`src/rtl/ifetch_unit_pkg.sv`:
```
`default_nettype none
// ============================================================================
//  Module      : cpu_defines (package)
//  Description : Shared CPU constants, fetch FSM encoding and the fetch
//                buffer entry layout used by the instruction fetch stage.
//  Revision    : 1.0 - initial release
// ============================================================================
package cpu_defines;

    localparam int XLEN = 32;

    // Canonical no-op: addi x0, x0, 0
    localparam logic [XLEN-1:0] NOP_INST = 32'h0000_0013;

    // Fetch bus tracking states
    typedef enum logic [1:0] {
        FETCH_IDLE   = 2'd0,  // nothing outstanding on the bus
        FETCH_WAIT_R = 2'd1,  // granted, response will be kept
        FETCH_DRAIN  = 2'd2   // granted, response will be thrown away
    } fetch_state_e;

    // One buffered fetch: where it came from and what was read
    typedef struct packed {
        logic [XLEN-1:0] addr;
        logic [XLEN-1:0] inst;
    } fetch_entry_t;

endpackage
`default_nettype wire

```
`src/rtl/ifetch_fifo.sv`:
```
`default_nettype none
// ============================================================================
//  Module      : ifetch_fifo
//  Description : Small synchronous FIFO holding {address, instruction} pairs
//                between the fetch bus and decode. Clear wins over push.
//  Revision    : 1.0 - initial release
// ============================================================================
module ifetch_fifo
    import cpu_defines::*;
#(
    parameter int DEPTH = 2,
    parameter int WIDTH = $bits(fetch_entry_t),
    parameter int CNT_W = $clog2(DEPTH + 1),
    parameter int PTR_W = (DEPTH > 1) ? $clog2(DEPTH) : 1
) (
    input  logic             clk,
    input  logic             rst,       // synchronous, active-low
    input  logic             i_push,
    input  logic             i_pop,
    input  logic             i_clear,
    input  logic [WIDTH-1:0] i_wdata,
    output logic [WIDTH-1:0] o_rdata,
    output logic [CNT_W-1:0] o_count,
    output logic             o_empty
);

    localparam logic [CNT_W-1:0] c_full_cnt = CNT_W'(DEPTH);
    localparam logic [PTR_W-1:0] c_last_ptr = PTR_W'(DEPTH - 1);

    logic [WIDTH-1:0] r_mem [DEPTH];
    logic [PTR_W-1:0] r_rd_ptr;
    logic [PTR_W-1:0] r_wr_ptr;
    logic [CNT_W-1:0] r_count;

    logic             w_do_pop;
    logic             w_do_push;
    logic [PTR_W-1:0] w_rd_ptr_inc;
    logic [PTR_W-1:0] w_wr_ptr_inc;

    // Qualify requests: never pop empty, never overfill, clear blocks writes
    always_comb begin
        w_do_pop     = i_pop & (r_count != '0);
        w_do_push    = i_push & ~i_clear & ((r_count != c_full_cnt) | w_do_pop);
        w_rd_ptr_inc = (r_rd_ptr == c_last_ptr) ? '0 : r_rd_ptr + 1'b1;
        w_wr_ptr_inc = (r_wr_ptr == c_last_ptr) ? '0 : r_wr_ptr + 1'b1;
    end

    // Pointer and occupancy bookkeeping
    always_ff @(posedge clk) begin
        if (!rst) begin
            r_rd_ptr <= '0;
            r_wr_ptr <= '0;
            r_count  <= '0;
        end else if (i_clear) begin
            r_rd_ptr <= '0;
            r_wr_ptr <= '0;
            r_count  <= '0;
        end else begin
            if (w_do_pop) begin
                r_rd_ptr <= w_rd_ptr_inc;
            end
            if (w_do_push) begin
                r_wr_ptr <= w_wr_ptr_inc;
            end
            case ({w_do_push, w_do_pop})
                2'b10:   r_count <= r_count + 1'b1;
                2'b01:   r_count <= r_count - 1'b1;
                default: r_count <= r_count;
            endcase
        end
    end

    // Storage array; contents are don't-care until written
    always_ff @(posedge clk) begin
        if (w_do_push) begin
            r_mem[r_wr_ptr] <= i_wdata;
        end
    end

    assign o_rdata = r_mem[r_rd_ptr];
    assign o_count = r_count;
    assign o_empty = (r_count == '0);

endmodule
`default_nettype wire

```
`src/rtl/ifetch_unit.sv`:
```
`default_nettype none
// ============================================================================
//  Module      : ifetch_unit
//  Description : Instruction fetch stage. Issues the PC on a req/gnt/rvalid
//                bus with at most one request in flight, buffers responses
//                toward decode, holds the PC stage and flushes on jumps.
//  Revision    : 1.0 - initial release
// ============================================================================
module ifetch_unit
    import cpu_defines::fetch_state_e;
    import cpu_defines::fetch_entry_t;
    import cpu_defines::FETCH_IDLE;
    import cpu_defines::FETCH_WAIT_R;
    import cpu_defines::FETCH_DRAIN;
#(
    parameter int                           DEPTH    = 2,
    parameter logic [cpu_defines::XLEN-1:0] NOP_INST = cpu_defines::NOP_INST
) (
    input  logic        clk,
    input  logic        rst,            // synchronous, active-low
    input  logic [31:0] pc_i,
    input  logic        jump_en_i,
    output logic        pc_hold_o,
    output logic        ibus_req_o,
    output logic [31:0] ibus_addr_o,
    input  logic        ibus_gnt_i,
    input  logic        ibus_rvalid_i,
    input  logic [31:0] ibus_rdata_i,
    output logic [31:0] inst_o,
    output logic [31:0] inst_addr_o,
    output logic        inst_valid_o,
    input  logic        inst_ready_i
);

    localparam int CNT_W = $clog2(DEPTH + 1);
    localparam int SUM_W = CNT_W + 2;

    fetch_state_e r_state;
    fetch_state_e w_state_next;
    logic [31:0]  r_resp_addr;
    logic [31:0]  r_last_addr;

    logic             w_busy;
    logic             w_outst;
    logic             w_keep;
    logic             w_pop;
    logic             w_push;
    logic             w_space;
    logic             w_req;
    logic             w_grant;
    logic [SUM_W-1:0] w_need;
    logic [SUM_W-1:0] w_limit;

    fetch_entry_t     w_wentry;
    fetch_entry_t     w_head;
    logic [CNT_W-1:0] w_count;
    logic             w_empty;

    // Bus bookkeeping and the request/hold decision
    always_comb begin
        w_busy  = (r_state == FETCH_WAIT_R) | (r_state == FETCH_DRAIN);
        w_outst = w_busy & ~ibus_rvalid_i;
        w_keep  = (r_state == FETCH_WAIT_R) & ibus_rvalid_i;
        w_pop   = ~w_empty & inst_ready_i;
        w_push  = w_keep & ~jump_en_i;
        // Room check rearranged as fill < DEPTH + pop to stay unsigned
        w_need  = SUM_W'(w_count) + SUM_W'(w_outst) + SUM_W'(w_keep);
        w_limit = SUM_W'(DEPTH) + SUM_W'(w_pop);
        w_space = (w_need < w_limit);
        // A new request may overlap the cycle the previous response lands
        w_req   = rst & w_space & ~jump_en_i &
                  ((r_state == FETCH_IDLE) | (w_busy & ibus_rvalid_i));
        w_grant = w_req & ibus_gnt_i;
    end

    // Next-state logic for the outstanding-request tracker
    always_comb begin
        w_state_next = r_state;
        case (r_state)
            FETCH_IDLE: begin
                if (w_grant) begin
                    w_state_next = jump_en_i ? FETCH_DRAIN : FETCH_WAIT_R;
                end
            end
            FETCH_WAIT_R: begin
                if (ibus_rvalid_i) begin
                    if (w_grant) begin
                        w_state_next = jump_en_i ? FETCH_DRAIN : FETCH_WAIT_R;
                    end else begin
                        w_state_next = FETCH_IDLE;
                    end
                end else if (jump_en_i) begin
                    w_state_next = FETCH_DRAIN;
                end
            end
            FETCH_DRAIN: begin
                if (ibus_rvalid_i) begin
                    if (w_grant) begin
                        w_state_next = jump_en_i ? FETCH_DRAIN : FETCH_WAIT_R;
                    end else begin
                        w_state_next = FETCH_IDLE;
                    end
                end
            end
            default: w_state_next = FETCH_IDLE;
        endcase
    end

    // State register
    always_ff @(posedge clk) begin
        if (!rst) begin
            r_state <= FETCH_IDLE;
        end else begin
            r_state <= w_state_next;
        end
    end

    // Remember which address the in-flight response belongs to
    always_ff @(posedge clk) begin
        if (!rst) begin
            r_resp_addr <= '0;
        end else if (w_grant) begin
            r_resp_addr <= pc_i;
        end
    end

    // Registered copy of the presented address so it holds while empty
    always_ff @(posedge clk) begin
        if (!rst) begin
            r_last_addr <= '0;
        end else begin
            r_last_addr <= inst_addr_o;
        end
    end

    assign w_wentry.addr = r_resp_addr;
    assign w_wentry.inst = ibus_rdata_i;

    ifetch_fifo #(
        .DEPTH (DEPTH)
    ) u_fifo (
        .clk     (clk),
        .rst     (rst),
        .i_push  (w_push),
        .i_pop   (w_pop),
        .i_clear (jump_en_i),
        .i_wdata (w_wentry),
        .o_rdata (w_head),
        .o_count (w_count),
        .o_empty (w_empty)
    );

    assign ibus_req_o   = w_req;
    assign ibus_addr_o  = pc_i;
    assign pc_hold_o    = ~w_grant;

    // Decode-side outputs come only from registered state
    assign inst_valid_o = ~w_empty;
    assign inst_o       = w_empty ? NOP_INST    : w_head.inst;
    assign inst_addr_o  = w_empty ? r_last_addr : w_head.addr;

endmodule
`default_nettype wire

```
`config.mk`:
```
export PLATFORM = sky130hd
export DESIGN_NAME = ifetch_unit
export DESIGN_NICKNAME = d
export VERILOG_FILES = /design/src/rtl/ifetch_unit_pkg.sv /design/src/rtl/ifetch_fifo.sv /design/src/rtl/ifetch_unit.sv
export SDC_FILE = /design/constraint.sdc
export NUM_CORES = 1
export LEC_CHECK = 0
export BUFFER_PORTS_ARGS = -buffer_cell sky130_fd_sc_hd__buf_2
export CAP_MARGIN = 20
export CORE_MARGIN = 1
export CORE_UTILIZATION = 40
export DETAILED_ROUTE_END_ITERATION = 10
export SLEW_MARGIN = 20
export SYNTH_ARGS = -nofsm -noshare
export SYNTH_HDL_FRONTEND = slang
export SYNTH_HIERARCHICAL = 1
export SYNTH_SLANG_ARGS = --single-unit
```
`constraint.sdc`:
```
create_clock -name clk -period 9.6 [get_ports clk]
set_input_delay 1.44 -clock clk [delete_from_list [all_inputs] [get_ports clk]]
set_output_delay 1.44 -clock clk [all_outputs]
set_load 0.01 [all_outputs]
```
==> impl_results.md <==
- Gates resized, CTS repair: 0
- First-pass GRT wire length: 22.04 mm
- Crit path max-delay family: adder cells
- Most instantiated cells after synthesis: edfxtp_1, mux2_2, dfxtp_1, nor2b_1, mux2i_1
- Setup slack, reg-to-reg: 6.08 ns
- Die ar.: 20750 µm²
- TNS Setup: 0 ns
- Critical path buffer and inverter count: 3
- Relative slew margins: 37.73%
- Worst hold stages: 0
- # Max-Cap Violations: 0
- CTS Buf Count: 17
- Vias: 4405
- Met2 usage: 23.52%
- Cts hold-fix bufs: 0
- Cell count after synthesis: 539
- Avg WL per Cell: 15.09 µm
- Gpl congestion: 0.7033
- Synth Flop Type: edfxtp_1
- Top-count cell post-synth: edfxtp_1
- Initial Utilization: 41.20%
- Final routed DRC violation total: 0
- Core Util, Final: 48.62%
- GRT Util Overall: 14.26%
- Routed wire length: 14.36 mm
- Htree depth: 4
- Multi-input logic area: 2397 µm²
- Worst-margin pin slew: 0.9341 ns
- Clock Skew: 0.006257 ns
- Grt met3 use: 3.113%
- Post CTS Setup Buffer Count: 0
- Boundary Pins: 169
- Clock transition at the registers of the reported paths: 0.07 ns
- Pin count of the biggest net entering global routing: 71
- Seq/Total Area, Yosys: 65.23%
- Dpl hpwl: 8.748 mm
- Antenna-violating nets left: 0
- Mapped Avg Cell Area: 14.97 µm²
- Top Usage Layer GRT: met2
- CORE AREA: 19590 µm²
- Fin nets: 750
- # setup viols final: 0
- Crit-path slowest cell: a2111oi_0
- Hold endpoint: u_fifo/r_mem[0][37]$_DFFE_PP_
- Initial antenna violation count: 0
- Clock latency on the worst-skew pair: 0.42 ns
- CTS tree: done
- Area grow syn2layout: 18.00%
- Worst vdd ir: 0.0001165 V
- Filler cell count: 1746
- YS warnings: 6
- IO buf count: 168
- Number of global-route vias before repair: 4331
- Fin. Hold Viols: 0
- Maximum clock insertion buffer count: 2
- R2r endpoint: u_fifo/r_mem[0][60]$_DFFE_PP_
- Pwr dens: 181.1 nW/µm²
- Worst Path Max Fanout: 6
- WS Path Type: input pin to output port
- #FFs+latches synth: 199
- FP Rows: 51
- Sequential cell area: 5269 µm²
- Hold WS: 0.4553 ns
- Critical path, cell by cell: buf_2 > nand2b_1 > fa_1 > inv_1 > ha_1 > a2111oi_0 > buf_2
- Final period util: 46.82%
- CTS Root Cell: clkbuf_16
- DR pass1 iterations: 4
- Synth area leader: edfxtp_1
- Peak Freq: 222.5 MHz
- Worst Setup Start Kind: input pin
- Synth async-reset ratio: 0%
- LEAKAGE: 3.984 nW
- Vias per inst: 4.627
- Post-synth EDFFs: 128
- DRT iter0 DRCs: 148
- Critical path's most frequent cell: buf_2
- Dominant cells by area after synthesis: edfxtp_1, dfxtp_1, mux2_2
- CP peak stage delay: 0.44 ns
- Routing usage on met1: 18.36%
- Syn nets: 615
- RSZ-0062 raised after global routing: no
- Layout cells sized above 1: 45.12%
- Slew Viols, Final: 0
- Synth cell types: 33
- Status: finished, final reports clean
- Critical Path End Type: output port
- Synth top area share: 47.62%
- Worst path required time: 8.16 ns
- FF-to-FF Start: u_fifo/o_count[0]$_SDFFE_PP0P_
- Synth Cell Area: 8071 µm²
- CTS Sinks: 199
- Hold Crit Class: flop to flop
- Ant. Diodes: 0
- Die H: 144.1 µm
- Hold Path Origin: r_resp_addr[5]$_SDFFE_PN0N_
- Die W: 144.1 µm
- Critical Path AT: 3.05 ns
- Worst r2r path cells: 7
- Total grt overflow: 0
- Fin crit period: 4.495 ns
[per-layer routing]
metal  up-vias  wire (µm)
met1      2105       6804
met4         0        174
li1       2145          -
met3        16        783
met2       139       6599
met5         -          0
[final cells by class]
class                           count  area share (%)
Tap cell                          265           3.481
Clock buffer                       22           4.992
Clock inverter                     10           1.458
Multi-Input combinational cell    274           25.17
Timing Repair Buffer              173           9.222
Sequential cell                   199           55.32
Inverter                            9          0.3547
[metrics by stage]
stage / std cells / setup slack (ns) / cell area [µm²] / power (mW)
floorplan: 539 / 2.488 / 8071 / 0.9830
global placement: 920 / 5.134 / 8904 / 1.005
detailed placement: 920 / 5.131 / 8904 / 1.007
CTS: 952 / 5.118 / 9518 / 1.746
global route: 952 / 4.984 / 9524 / 1.785
finish: 952 / 5.105 / 9524 / 1.725
[flip-flops by register name, summed over array words and instances (netlist names), named ones only]
| signal | count |
|---|---|
| r_last_addr | 32 |
| r_resp_addr | 32 |
| r_state | 2 |
| u_fifo/o_count | 2 |
| u_fifo/r_mem | 128 |
| u_fifo/r_rd_ptr | 1 |
| u_fifo/r_wr_ptr | 1 |
[cells in the final DEF, fill, tap and decap left out, types with 5 or more instances in the layout]
cell type	instances
a21oi_1	5
nand2b_1	6
edfxtp_1	128
mux2_2	96
buf_4	5
ha_1	5
nor2b_1	63
mux2i_1	34
dfxtp_1	70
clkbuf_16	18
buf_2	168
inv_1	8
and2_1	32
[cells by family (layout without fill, tap and decap cells)]
family | Yosys count | count (layout) | synth area share, %
multiplexers | 130 | 130 | 17.61
XOR/XNOR | 2 | 2 | 0.2171
buffers and inverters | 66 | 214 | 5.317
AND/OR/NAND/NOR | 120 | 120 | 9.208
AO/OA/AOI/OAI | 16 | 16 | 1.395
flip-flops | 199 | 199 | 65.23
adder cells (fa/ha/maj) | 6 | 6 | 1.023
[worst register-to-register path, delay by kind of cell (launching register included)]
family | cells | cell delay [ns]
buf+inv | 3 | 1.52
flops | 1 | 0.52
simple gates | 4 | 1.12
[where the power goes]
group	switching [mW]	total, mW	internal (mW)
Clock	0.303	0.738	0.435
Sequential	0.00500	0.920	0.915
Combinational	0.0350	0.0673	0.0323
[worst max path at each step]
stage | startpoint | end | slack (ns) | depth (start not counted)
after floorplan | inst_ready_i | u_fifo/r_mem[1][0]$_DFFE_PP_ | 2.49 | 3
after global placement | ibus_rvalid_i | pc_hold_o | 5.13 | 7
after detailed placement | ibus_rvalid_i | ibus_req_o | 5.13 | 7
after CTS | ibus_rvalid_i | ibus_req_o | 5.12 | 7
after global routing | ibus_rvalid_i | ibus_req_o | 4.98 | 7
final | ibus_rvalid_i | ibus_req_o | 5.11 | 7
Power figures use the tool's default switching activity.
